`src/rtl/exc_redirect_ctrl.sv`:
```
// exc_redirect_ctrl: sequences exception/ERET pipeline flush, CP0 update and fetch redirect
module exc_redirect_ctrl #(
  parameter logic [31:0] EXC_ENTRY = 32'hBFC0_0380,
  parameter logic [3:0]  DRAIN_MAX = 4'd15
) (
  input  logic        clk,
  input  logic        resetn,
  input  logic        exc_valid,
  input  logic [4:0]  exc_code,
  input  logic [31:0] exc_pc,
  input  logic [31:0] exc_badvaddr,
  input  logic        exc_in_delay_slot,
  input  logic        eret_valid,
  input  logic [31:0] epc_in,
  input  logic        ibus_busy,
  input  logic        dbus_busy,
  output logic        flush,
  output logic        busy,
  output logic        cp0_exc_we,
  output logic [4:0]  cp0_code,
  output logic [31:0] cp0_epc,
  output logic        cp0_bd,
  output logic        cp0_badvaddr_we,
  output logic [31:0] cp0_badvaddr,
  output logic        cp0_exl_clr,
  output logic        redirect_valid,
  output logic [31:0] redirect_pc
);
  typedef enum logic [1:0] {IDLE, DRAIN, COMMIT, REDIRECT} state_t;
  state_t      state, state_nx;
  logic [3:0]  cnt;
  logic        kind_eret;
  logic [31:0] tgt;
  logic        accept, drain_done;
  assign accept     = (state == IDLE) && (exc_valid || eret_valid);
  assign drain_done = (!ibus_busy && !dbus_busy) || (cnt == DRAIN_MAX - 4'd1);
  // State register; reset aborts any sequence in flight
  always_ff @(posedge clk or negedge resetn) begin
    if (!resetn) state <= IDLE;
    else         state <= state_nx;
  end
  // Next state and state-decoded pulse outputs
  always_comb begin
    state_nx        = state == IDLE   ? (accept ? DRAIN : IDLE) :
                      state == DRAIN  ? (drain_done ? COMMIT : DRAIN) :
                      state == COMMIT ? REDIRECT : IDLE;
    busy            = state != IDLE;
    flush           = state != IDLE;
    cp0_exc_we      = state == COMMIT && !kind_eret;
    cp0_exl_clr     = state == COMMIT && kind_eret;
    cp0_badvaddr_we = state == COMMIT && !kind_eret && (cp0_code == 5'd4 || cp0_code == 5'd5);
    redirect_valid  = state == REDIRECT;
  end
  // Request latches, drain watchdog counter and redirect target
  always_ff @(posedge clk or negedge resetn) begin
    if (!resetn) begin
      cnt          <= '0;
      kind_eret    <= 1'b0;
      tgt          <= '0;
      cp0_code     <= '0;
      cp0_epc      <= '0;
      cp0_bd       <= 1'b0;
      cp0_badvaddr <= '0;
      redirect_pc  <= '0;
    end else begin
      cnt <= state == DRAIN ? cnt + 4'd1 : '0;
      if (accept) begin
        kind_eret <= !exc_valid;
        tgt       <= exc_valid ? EXC_ENTRY : epc_in;
        if (exc_valid) begin
          cp0_code     <= exc_code;
          cp0_epc      <= exc_pc;
          cp0_bd       <= exc_in_delay_slot;
          cp0_badvaddr <= exc_badvaddr;
        end
      end
      if (state == COMMIT) redirect_pc <= tgt;
    end
  end
endmodule

```
`config.mk`:
```
export PLATFORM = sky130hd
export DESIGN_NAME = exc_redirect_ctrl
export DESIGN_NICKNAME = d
export VERILOG_FILES = /design/src/rtl/exc_redirect_ctrl.sv
export SDC_FILE = /design/constraint.sdc
export NUM_CORES = 1
export LEC_CHECK = 0
export CAP_MARGIN = 20
export CORE_MARGIN = 1
export CORE_UTILIZATION = 24
export DETAILED_ROUTE_END_ITERATION = 6
export GPL_TIMING_DRIVEN = 0
export PLACE_DENSITY = 0.46
export SLEW_MARGIN = 20
export SYNTH_ARGS = -nofsm -noshare
export SYNTH_HDL_FRONTEND = slang
export SYNTH_SLANG_ARGS = --single-unit
```
`constraint.sdc`:
```
create_clock -name clk -period 1.8 [get_ports clk]
set_input_delay 0.45 -clock clk [delete_from_list [all_inputs] [get_ports clk]]
set_output_delay 0.45 -clock clk [all_outputs]
set_load 0.01 [all_outputs]
```
* Yosys cells after proc, flatten, opt, wreduce, memory -nomap -nowiden
Cells that the tools add are included.
** Storage, ports and cells
- Flip-flop bits (word level) :: 141
- Bits of input ports :: 108
- Output and inout bits :: 108
- Word-level logic and storage cells :: 38
** Cells by class
- $add $sub $neg :: 1
- Eq/ne operators :: 6
- Mux-type cells :: 7
- Reductions and logical operators :: 15
** Operators with widths (count)
- $mux 32 :: 1
- $eq 5x3->1 const B :: 2
- $mux 2 :: 4
- $logic_and 1x1->1 :: 5
- $add 4x1->4 const B :: 1
- $eq 2x2->1 const B :: 2
- $eq 4x4->1 const B :: 1
- $logic_not 1->1 :: 4
- $mux 4 :: 1
- $logic_or 1x1->1 :: 3
- $eq 2x1->1 const B :: 1
- $logic_not 2->1 :: 1
- $reduce_and 2->1 :: 1
- $reduce_bool 2->1 :: 1
- $mux 1 :: 1

* Logic depth before layout (Yosys ltp)
Gate-level depths: netlist (run 1).
- Depth after elaboration :: 6
- Gate-level depth with buffers :: 6
- Depth with buffers taken out :: 4

* Worst setup path after synthesis (run 1)
Ideal clock, no wire load.
- Path type :: flip-flop to output port
- Start :: register state[0]
- End :: output port flush
- Arrival :: 1.213 ns
- Required time :: 1.350 ns
- Path slack :: 0.137 ns
- Cell stages (with the launch flop) :: 6
- Path buffers :: 4
- Path through :: dfrtp_1 > or2_1 > buf_6 > buf_6 > buf_2 > buf_4
** Between the ends
- Cells in the longest elaborated chain, start to end :: 1
** Ends and longest elaborated chain
- start, declared :: RTL line 30 : state_t state, state_nx;
- start signal, assigned :: RTL line 40 : else state <= state_nx;
- $reduce_bool 2->1
- end, declared :: RTL line 17 : output logic flush,
Every way passes these cells.

* Final worst setup path (run 1)
- Start :: register state[0]
- End :: output port cp0_exl_clr
** Between the ends
- Cells in the longest elaborated chain, start to end :: 2
** Ends and longest elaborated chain
- $eq 2x2->1 :: RTL line 50 : cp0_exl_clr = state == COMMIT && kind_eret;
- $logic_and 1x1->1 :: RTL line 50
- end, declared :: RTL line 25 : output logic cp0_exl_clr,
Every way passes these cells.

==> results of run 1 <==
-- sequential cells by signal, summed over array words and instances, names as in the netlist --
signal and cells:
cp0_bd 1, redirect_pc 32, cp0_epc 32, kind_eret 1, state 2, cnt 4, cp0_badvaddr 32, cp0_code 5
tgt 32
-- cell type report --
type	count	area share, %
buffer	28	2.980
tap	324	4.273
timing repair buffer	226	25.03
clock inverter	11	1.622
sequential	141	37.19
inverter	24	0.9495
multi-input combinational	204	23.10
clock buffer	21	4.853
-- cell usage after synthesis --
library cell    n
xor2_1          1
or2_1           1
and2_1          1
o31ai_1        12
nand3_1         1
a31o_2          1
o21ai_1        23
buf_6           4
nand2b_1        1
o41ai_2        15
xnor2_1         1
clkbuf_1        8
o21ai_0        10
nand2_1         1
ha_1            2
dfrtp_1       141
a31oi_1         1
mux2_4         70
inv_2           1
and4b_1         1
mux2i_1         1
buf_1           1
nor2_8          1
buf_12          7
mux2_2         32
buf_4           1
buf_2          10
a21oi_1         1
o41ai_1         5
nor2_1         22
inv_1          23
-- worst paths after layout --
check / to / depth (start not counted) / start
min in group clk: tgt[0] / 2 / exc_valid
setup reg to reg: cp0_epc[0] / 6 / state[0]
hold / removal: cp0_badvaddr[23] / 1 / resetn
hold reg to reg: tgt[31] / 2 / tgt[31]
setup / recovery: cp0_exl_clr / 5 / state[0]
max in group asynchronous: cnt[1] / 2 / resetn
-- per-stage QoR --
stage               power [mW]  utilization, %  hold slack [ns]  area (um^2)  setup TNS [ns]
global placement         12.57           35.09           0.4655         8610         -798.82
floorplan                9.222               -           0.1544         6062               0
CTS                      16.64           38.14          0.05459         9358          -5.228
detailed placement       12.65           35.23           0.4798         8642          -6.962
global route             17.26           38.67          0.07414         9488         -0.5221
finish                   16.31           38.67          0.04583         9488         -0.2692
-- worst register-to-register path, delay by kind of cell, from the launching register on --
kind / cells / cell delay, ns
mux: 1 / 0.31
buf+inv: 3 / 0.43
flops: 1 / 0.40
simple gates: 2 / 0.41
-- report_power, final --
part / leakage (nW) / switching, mW / internal [mW]
clock: 0.295 / 1.45 / 2.28
combinational: 2.64 / 2.77 / 4.40
sequential: 1.72 / 0.769 / 4.64
-- cells by family (layout without fill, tap and decap cells) --
group                      count (synthesis)  in the layout  share of synthesized area (%)
adders and majority gates                  2              2                         0.4127
and+or+nand+nor                           29             29                          2.312
muxes                                    103            103                          23.45
AOI/OAI and AO/OA                         68             68                          9.288
xor gates and xnor gates                   2              2                         0.2890
DFF                                      141            141                          58.20
buffers and inverters                     55            310                          6.047
-- per-layer routing --
layer | track usage (%) | routed length (um)
met5 | 0 | 0
met4 | 3.602 | 158
met1 | 18.24 | 8269
met2 | 20.06 | 7224
met3 | 3.977 | 1159
-- what timing repair did --
| action | CTS | global route |
|---|---|---|
| gates cloned | 1 | 0 |
| endpoints found under the setup margin | 31 | 116 |
| gates resized for setup | 64 | 42 |
| pin swaps | 3 | 4 |
| buffers inserted | 7 | 3 |
==> key figures, run 1 <==
Run status
  – Status: finished with violations
  – Failing checks: setup timing

Clock network
  – CTS root buffer: clkbuf_16
  – CTS tree: built
  – CTS clock-pin slew for the worst setup and hold paths: 0.06 ns
  – Sink Count: 141
  – Cts hold-fix bufs: 0
  – CTS H-tree lvls: 4
  – CTS Buf Count: 17
  – Later-pin clock latency in the skew report: 0.42 ns
  – Max clock buf depth: 2

Global routing
  – Antenna violations before repair: 0
  – Total grt overflow: 0
  – All-Layer GR Usage: 13.25%
  – Vias in the first global route: 4,468
  – First-pass GRT wire length: 26,320 um
  – Largest net degree at the start of global routing: 84

Worst setup path
  – Slowest-stage cell, CP: dfrtp_1
  – Worst path cell trace: nand2b_4 > buf_4 > buf_12 > nor2_4 > buf_6
  – Startpoint types: register
  – Crit path kind: register to primary output
  – CP max FO: 4
  – Crit. End Element: primary output
  – CP max stage delay: 0.40 ns
  – R2r setup slk: 0.12 ns
  – CP required: 1.35 ns
  – CP arrival: 1.45 ns
  – Critical path's top delay family: flip-flops
  – Bufs and invs on worst path: 3

Place
  – Final Wtd Congestion: 0.7837
  – Placed insts: 939
  – Place WS: -0.4722 ns
  – Detail Placement HPWL: 11,760 um
  – Buffers added on ports: 214

Synthesis
  – Yosys cell types: 31
  – Synth top area share: 58.20%
  – Post-Syn Area: 6062 um^2
  – Largest area contributor in the netlist: dfrtp_1
  – Top post-synthesis cells by area: dfrtp_1 58%, mux2_4 17%, mux2_2 5.9%
  – Syn_area_per_cell: 15.16 um^2
  – FF+latch count, synth: 141
  – Register area share after synthesis: 58.20%
  – Cell count after synthesis: 400
  – Syn nets: 510
  – Yosys warning count: 0

Timing
  – F_max: 527.1 MHz
  – Post-Route Skew: 0.007453 ns
  – Slew of the pin with the lowest slew margin: 0.6932 ns
  – Fin worst setup slack: -0.09734 ns
  – Final clock period utilization by the worst path: 105.4%
  – Minimum clock period: 1.897 ns
  – Final slew viol count: 0
  – Slew Limit Headroom: 53.79%
  – Unrepaired setup endpoints after global routing: yes
  – Final setup violation count: 3
  – Final Hold Viols: 0

Die
  – Number of I/O pins: 216
  – Initial Util: 24.71%
  – Cell Rows: 57
  – Die width: 160.9 um
  – Die area: 25,900 um^2
  – Placeable core area: 24,530 um^2
  – Die height: 160.9 um

Power and ir drop
  – Peak VDD IR: 0.0006711 V
  – P per Cell Area: 1719 nW/um^2
  – Leakage: 4.652 nW

Routing
  – Final Routed Wirelength: 16,810 um
  – DRC Markers: 0
  – Via-to-Cell Ratio: 4.169
  – First drt pass iteration count: 4
  – Drt initial violations: 128
  – Total vias in the final route: 4,081
  – Average wire per standard cell: 17.17 um
  – ANT nets after route: 0

Cells and area
  – # nets final: 752
  – Layout cells sized above 1: 29.16%
  – N_diodes: 0
  – Multi-input combinational cell area: 2192 um^2
  – Final non-filler cell total: 979
  – Filler cell count: 2,328
  – Synthesis-to-finish area growth: 56.51%
  – Commonest non-fill, non-tap cells in the layout: 141 x dfrtp_1, 141 x clkdlybuf4s50_1, 70 x mux2_4
  – Sequential Area: 3528 um^2

Hold path
  – Hold Path Class: primary input to asynchronous set/reset pin

Flow run
  – Max-capacitance violation count: 0
(Power assumes the default switching activity.)
==> run 2: changes to the inputs <==
--- a/config.mk
+++ b/config.mk
@@ -7,10 +7,10 @@
 export LEC_CHECK = 0
 export CAP_MARGIN = 20
 export CORE_MARGIN = 1
-export CORE_UTILIZATION = 24
+export CORE_UTILIZATION = 27
 export DETAILED_ROUTE_END_ITERATION = 6
 export GPL_TIMING_DRIVEN = 0
-export PLACE_DENSITY = 0.46
+export PLACE_DENSITY = 0.51
 export SLEW_MARGIN = 20
 export SYNTH_ARGS = -nofsm -noshare
 export SYNTH_HDL_FRONTEND = slang
==> constraint.sdc (replaced) <==
create_clock -name clk -period 1.8 [get_ports clk]
set_input_delay 0.45 -clock clk [delete_from_list [all_inputs] [get_ports clk]]
set_output_delay 0.45 -clock clk [all_outputs]
set_load 0.1 [all_outputs]
==> key figures, run 2 (synthesis results as in run 1) <==
Die
  – Placeable core area: 21,890 um^2 (-11%)
  – Cell Rows: 54 (-5.3%)
  – Die area: 23,060 um^2 (-11%)
  – Die height: 151.8 um (-5.6%)
  – Number of I/O pins: 216 (unchanged)
  – Die width: 151.8 um (-5.6%)
  – Initial Util: 27.69% (+3.0 points)

Timing
  – Slew Limit Headroom: 56.40% (+2.6 points)
  – Slew of the pin with the lowest slew margin: 0.6540 ns (-0.03917 ns)
  – Unrepaired setup endpoints after global routing: yes
  – Post-Route Skew: 0.009309 ns (+0.001856 ns)
  – Final clock period utilization by the worst path: 109.4% (+3.9 points)
  – Minimum clock period: 1.968 ns (+0.07099 ns)
  – Final setup violation count: 37 (+34)
  – F_max: 508.0 MHz (-3.6%)
  – Final Hold Viols: 0 (unchanged)
  – Fin worst setup slack: -0.1683 ns (-0.07099 ns)
  – Final slew viol count: 0 (unchanged)

Clock network
  – CTS Buf Count: 17 (unchanged)
  – CTS root buffer: clkbuf_16
  – Sink Count: 141 (unchanged)
  – CTS tree: built
  – CTS clock-pin slew for the worst setup and hold paths: 0.07 ns (about the same)
  – Later-pin clock latency in the skew report: 0.42 ns (about the same)
  – CTS H-tree lvls: 4 (unchanged)
  – Max clock buf depth: 2 (unchanged)

Routing
  – Final Routed Wirelength: 17,330 um (+3.1%)
  – ANT nets after route: 0 (unchanged)
  – Average wire per standard cell: 18.29 um (+6.5%)
  – Via-to-Cell Ratio: 4.423 (+6.1%)
  – Drt initial violations: 145 (+13%)
  – Total vias in the final route: 4,189 (+2.6%)
  – DRC Markers: 0 (unchanged)
  – First drt pass iteration count: 4 (unchanged)

Global routing
  – Antenna violations before repair: 0 (unchanged)
  – Vias in the first global route: 4,411 (-1.3%)
  – Total grt overflow: 0 (unchanged)
  – All-Layer GR Usage: 15.03% (+1.8 points)
  – Largest net degree at the start of global routing: 97 (+15%)
  – First-pass GRT wire length: 26,570 um (+0.94%)

Flow run
  – Max-capacitance violation count: 0 (unchanged)

Worst setup path
  – CP arrival: 1.52 ns (+0.07 ns)
  – CP required: 1.35 ns (about the same)
  – R2r setup slk: -0.04 ns (-0.16 ns)
  – Crit path kind: register to primary output
  – Crit. End Element: primary output
  – Startpoint types: register
  – Worst setup path end: cp0_badvaddr_we
  – Crit path from: state[0]
  – RR Startpoint: state[0]
  – Reg2reg end: cp0_bd
  – Worst R2R Path Depth: 7 (+1)
  – CP max FO: 3 (-1)

Hold path
  – Cells on Worst Hold Path: 2
  – Hold Path Class: primary input to register

Cells and area
  – Most common cell after layout, fill and taps aside: dfrtp_1
  – Final Util: 42.21% (+3.5 points)
  – Commonest non-fill, non-tap cells in the layout: 141 x dfrtp_1, 105 x clkdlybuf4s50_1, 88 x buf_2
  – Multi-input combinational cell area: 2198 um^2 (+0.29%)
  – Filler cell count: 2,110 (-9.4%)
  – Sequential Area: 3528 um^2 (unchanged)
  – Layout cells sized above 1: 46.33% (+17 points)
  – Synthesis-to-finish area growth: 52.43%
  – N_diodes: 0 (unchanged)
  – # nets final: 764 (+1.6%)

Run status
  – Status: finished with violations
  – Failing checks: setup timing

Place
  – Buffers added on ports: 214 (unchanged)
  – Detail Placement HPWL: 12,020 um (+2.3%)
  – Final Wtd Congestion: 0.7694 (-1.8%)
-- run 2: repair_timing --
action | in CTS | in global routing
hold buffers | 1 | 0
setup endpoints to repair | 108 | 150
buffers inserted | 7 | 10
resized for setup | 455 | 107
endpoints found under the hold margin | 45 | 0
pin swaps | 3 | 5
gates cloned | 1 | 7
-- run 2: metrics by stage --
| step | setup slack (ns) | instances | hold WS, ns | setup TNS, ns | area (um^2) |
|---|---|---|---|---|---|
| 2_1_floorplan | -0.3704 | 400 | 0.1544 | -0.3704 | 6105 |
| 6_report | -0.1683 | 947 | 0.3790 | -1.038 | 9240 |
| 5_1_grt | -0.2318 | 947 | 0.3859 | -3.930 | 9240 |
| 3_3_place_gp | -5.533 | 894 | 0.4636 | -800.85 | 8597 |
| 3_5_place_dp | -0.8752 | 895 | 0.3735 | -24.57 | 8630 |
| 4_1_cts | -0.2335 | 934 | 0.3709 | -1.014 | 9311 |
-- run 2: cell type report --
| type | instances | area share, % |
|---|---|---|
| Inverter | 24 | 0.9749 |
| Timing Repair Buffer | 239 | 23.71 |
| Sequential cell | 141 | 38.19 |
| Clock inverter | 14 | 1.991 |
| Buffer | 27 | 2.911 |
| Tap cell | 280 | 3.791 |
| Multi-Input combinational cell | 204 | 23.79 |
| Clock buffer | 18 | 4.645 |
-- run 2: worst min path at each step --
stage                            to  startpoint  slack, ns
finish                       tgt[0]   exc_valid       0.38
global route                 tgt[1]   exc_valid       0.39
CTS                          tgt[0]   exc_valid       0.37
detailed placement  redirect_pc[20]      resetn       0.37
global placement             tgt[4]      tgt[4]       0.46
floorplan                    cnt[0]      resetn       0.15
-- run 2: critical path: stages, from the launching register on --
cell	delay (ns)
dfrtp_1	0.39
nand2b_4	0.17
nor2_4	0.12
and4b_4	0.25
buf_12	0.17
-- run 2: per-layer routing --
| layer | wire [um] | part of all wire [%] | GRT usage, % |
|---|---|---|---|
| met1 | 8273 | 48 | 20.76 |
| met4 | 201 | 1.2 | 4.857 |
| met3 | 952 | 5.5 | 3.965 |
| met2 | 7897 | 46 | 22.86 |
| met5 | 0 | 0 | 0 |
Power of run 2 is left out: the tool's default activity adds up to more than one toggle a clock period on the data nets, which glitch-free logic cannot reach.
==> run 3: changes to the inputs <==
--- a/config.mk
+++ b/config.mk
@@ -8,6 +8,7 @@
 export CAP_MARGIN = 20
 export CORE_MARGIN = 1
 export CORE_UTILIZATION = 27
+export CTS_CLUSTER_SIZE = 28
 export DETAILED_ROUTE_END_ITERATION = 6
 export GPL_TIMING_DRIVEN = 0
 export PLACE_DENSITY = 0.51
==> constraint.sdc (replaced) <==
create_clock -name clk -period 1.8 [get_ports clk]
set_input_delay 0.27 -clock clk [delete_from_list [all_inputs] [get_ports clk]]
set_output_delay 0.27 -clock clk [all_outputs]
set_load 0.1 [all_outputs]
==> key figures, run 3 (synthesis results as in run 1) <==
Die
  – Die area: 23,060 um^2 (unchanged)
  – Die height: 151.8 um (unchanged)
  – Number of I/O pins: 216 (unchanged)
  – Die width: 151.8 um (unchanged)
  – Placeable core area: 21,890 um^2 (unchanged)
  – Initial Util: 27.69% (unchanged)
  – Cell Rows: 54 (unchanged)

Cells and area
  – Sequential Area: 3528 um^2 (unchanged)
  – Most common cell after layout, fill and taps aside: dfrtp_1
  – Synthesis-to-finish area growth: 56.72%
  – # nets final: 754 (-1.3%)
  – Multi-input combinational cell area: 2196 um^2 (-0.11%)
  – N_diodes: 0 (unchanged)
  – Layout cells sized above 1: 45.21% (-1.1 points)
  – Filler cell count: 2,057 (-2.5%)
  – Commonest non-fill, non-tap cells in the layout: 141 x dfrtp_1, 105 x clkdlybuf4s50_1, 102 x clkdlybuf4s15_2

Run status
  – Status: finished with violations
  – Failing checks: setup timing

Routing
  – Total vias in the final route: 4,124 (-1.6%)
  – Average wire per standard cell: 17.34 um (-5.2%)
  – First drt pass iteration count: 4 (unchanged)
  – Via-to-Cell Ratio: 4.401 (-0.50%)
  – ANT nets after route: 0 (unchanged)
  – Final Routed Wirelength: 16,240 um (-6.2%)
  – Drt initial violations: 116 (-20%)
  – DRC Markers: 0 (unchanged)

Timing
  – Final setup violation count: 2 (-95%)
  – Fin worst setup slack: -0.01264 ns (+0.1557 ns)
  – F_max: 551.7 MHz (+8.6%)
  – Final slew viol count: 0 (unchanged)
  – Final Hold Viols: 0 (unchanged)
  – Minimum clock period: 1.813 ns (-0.1557 ns)
  – Slew of the pin with the lowest slew margin: 0.6371 ns (-0.01685 ns)
  – Final clock period utilization by the worst path: 100.7% (-8.6 points)
  – Post-Route Skew: 0.008946 ns (-0.0003631 ns)
  – WHS: 0.2131 ns (-0.1660 ns)
  – Unrepaired setup endpoints after global routing: yes
  – Slew Limit Headroom: 57.52% (+1.1 points)

Worst setup path
  – Startpoint types: register
  – Crit. End Element: primary output
  – Worst R2R Path Depth: 6 (-1)
  – CP max FO: 4 (+1)
  – Crit path kind: register to primary output
  – CP arrival: 1.54 ns (+0.02 ns)
  – CP required: 1.53 ns (+0.18 ns)

Clock network
  – CTS clock-pin slew for the worst setup and hold paths: 0.06 ns (about the same)
  – CTS H-tree lvls: 4 (unchanged)
  – Later-pin clock latency in the skew report: 0.42 ns (about the same)
  – CTS Buf Count: 17 (unchanged)
  – CTS tree: built
  – Sink Count: 141 (unchanged)
  – CTS root buffer: clkbuf_16
  – Max clock buf depth: 2 (unchanged)

Global routing
  – Antenna violations before repair: 0 (unchanged)
  – First-pass GRT wire length: 26,180 um (-1.5%)
  – Vias in the first global route: 4,476 (+1.5%)
  – Largest net degree at the start of global routing: 72 (-26%)
  – All-Layer GR Usage: 14.64% (-0.39 points)
  – Total grt overflow: 0 (unchanged)

Flow run
  – Max-capacitance violation count: 0 (unchanged)

Hold path
  – Hold Path Class: primary input to register
  – Cells on Worst Hold Path: 2 (unchanged)

Place
  – Final Wtd Congestion: 0.7881 (+2.4%)
  – Buffers added on ports: 214 (unchanged)
  – Detail Placement HPWL: 11,480 um (-4.5%)
## run 3: path summary, 6_finish.rpt
| kind | startpoint | end | slack (ns) |
|---|---|---|---|
| worst max-delay path | state[1] | cp0_badvaddr_we | -0.01 |
| worst min register to register | cnt[0] | cnt[0] | 0.48 |
| worst max register to register | state[1] | cp0_badvaddr[22] | 0.06 |
| max in group asynchronous | resetn | cp0_epc[7] | 0.66 |
| min in group asynchronous | resetn | redirect_pc[21] | 0.39 |
| worst min-delay path | exc_valid | tgt[0] | 0.21 |
## run 3: final cells by class
class | count | area share [%]
multi-input cells | 204 | 23.11
well taps | 280 | 3.688
inverters | 24 | 0.9482
clock buffers | 19 | 4.662
flip-flops and latches | 141 | 37.14
plain buffers | 28 | 2.845
repair buffers | 228 | 26.23
clock inverters | 13 | 1.370
## run 3: routing by layer
layer | GRT usage [%] | up-vias | wire (um)
met2 | 22.10 | 172 | 7257
met5 | 0 | - | 0
li1 | - | 1910 | -
met3 | 4.649 | 10 | 1015
met1 | 20.23 | 2032 | 7829
met4 | 3.714 | 0 | 141
## run 3: metrics by stage
stage,setup TNS [ns],instance area [um^2],util [%],cells,setup WS [ns]
6_report,-0.01879,9500,43.40,937,-0.01264
2_1_floorplan,-0.1904,6097,-,400,-0.1904
5_1_grt,-0.2450,9500,43.40,937,-0.1025
3_3_place_gp,-752.08,8589,39.24,894,-5.311
4_1_cts,-5.127,9439,43.12,933,-0.1217
3_5_place_dp,-5.177,8622,39.39,895,-0.7794
## run 3: what timing repair did
item / in CTS / in global routing
cloned: 1 / 0
endpoints found under the hold margin: 70 / 0
hold buffers: 1 / 0
endpoints found under the setup margin: 108 / 75
setup buffers: 6 / 6
gates resized for setup: 357 / 4
pin swaps: 2 / 3
## run 3: critical path: stages (launching register included)
cell	delay (ns)
dfrtp_1	0.41
buf_6	0.13
nand2b_4	0.07
nor2_4	0.11
and4b_4	0.24
buf_12	0.17
Power of run 3 is left out for the same reason.
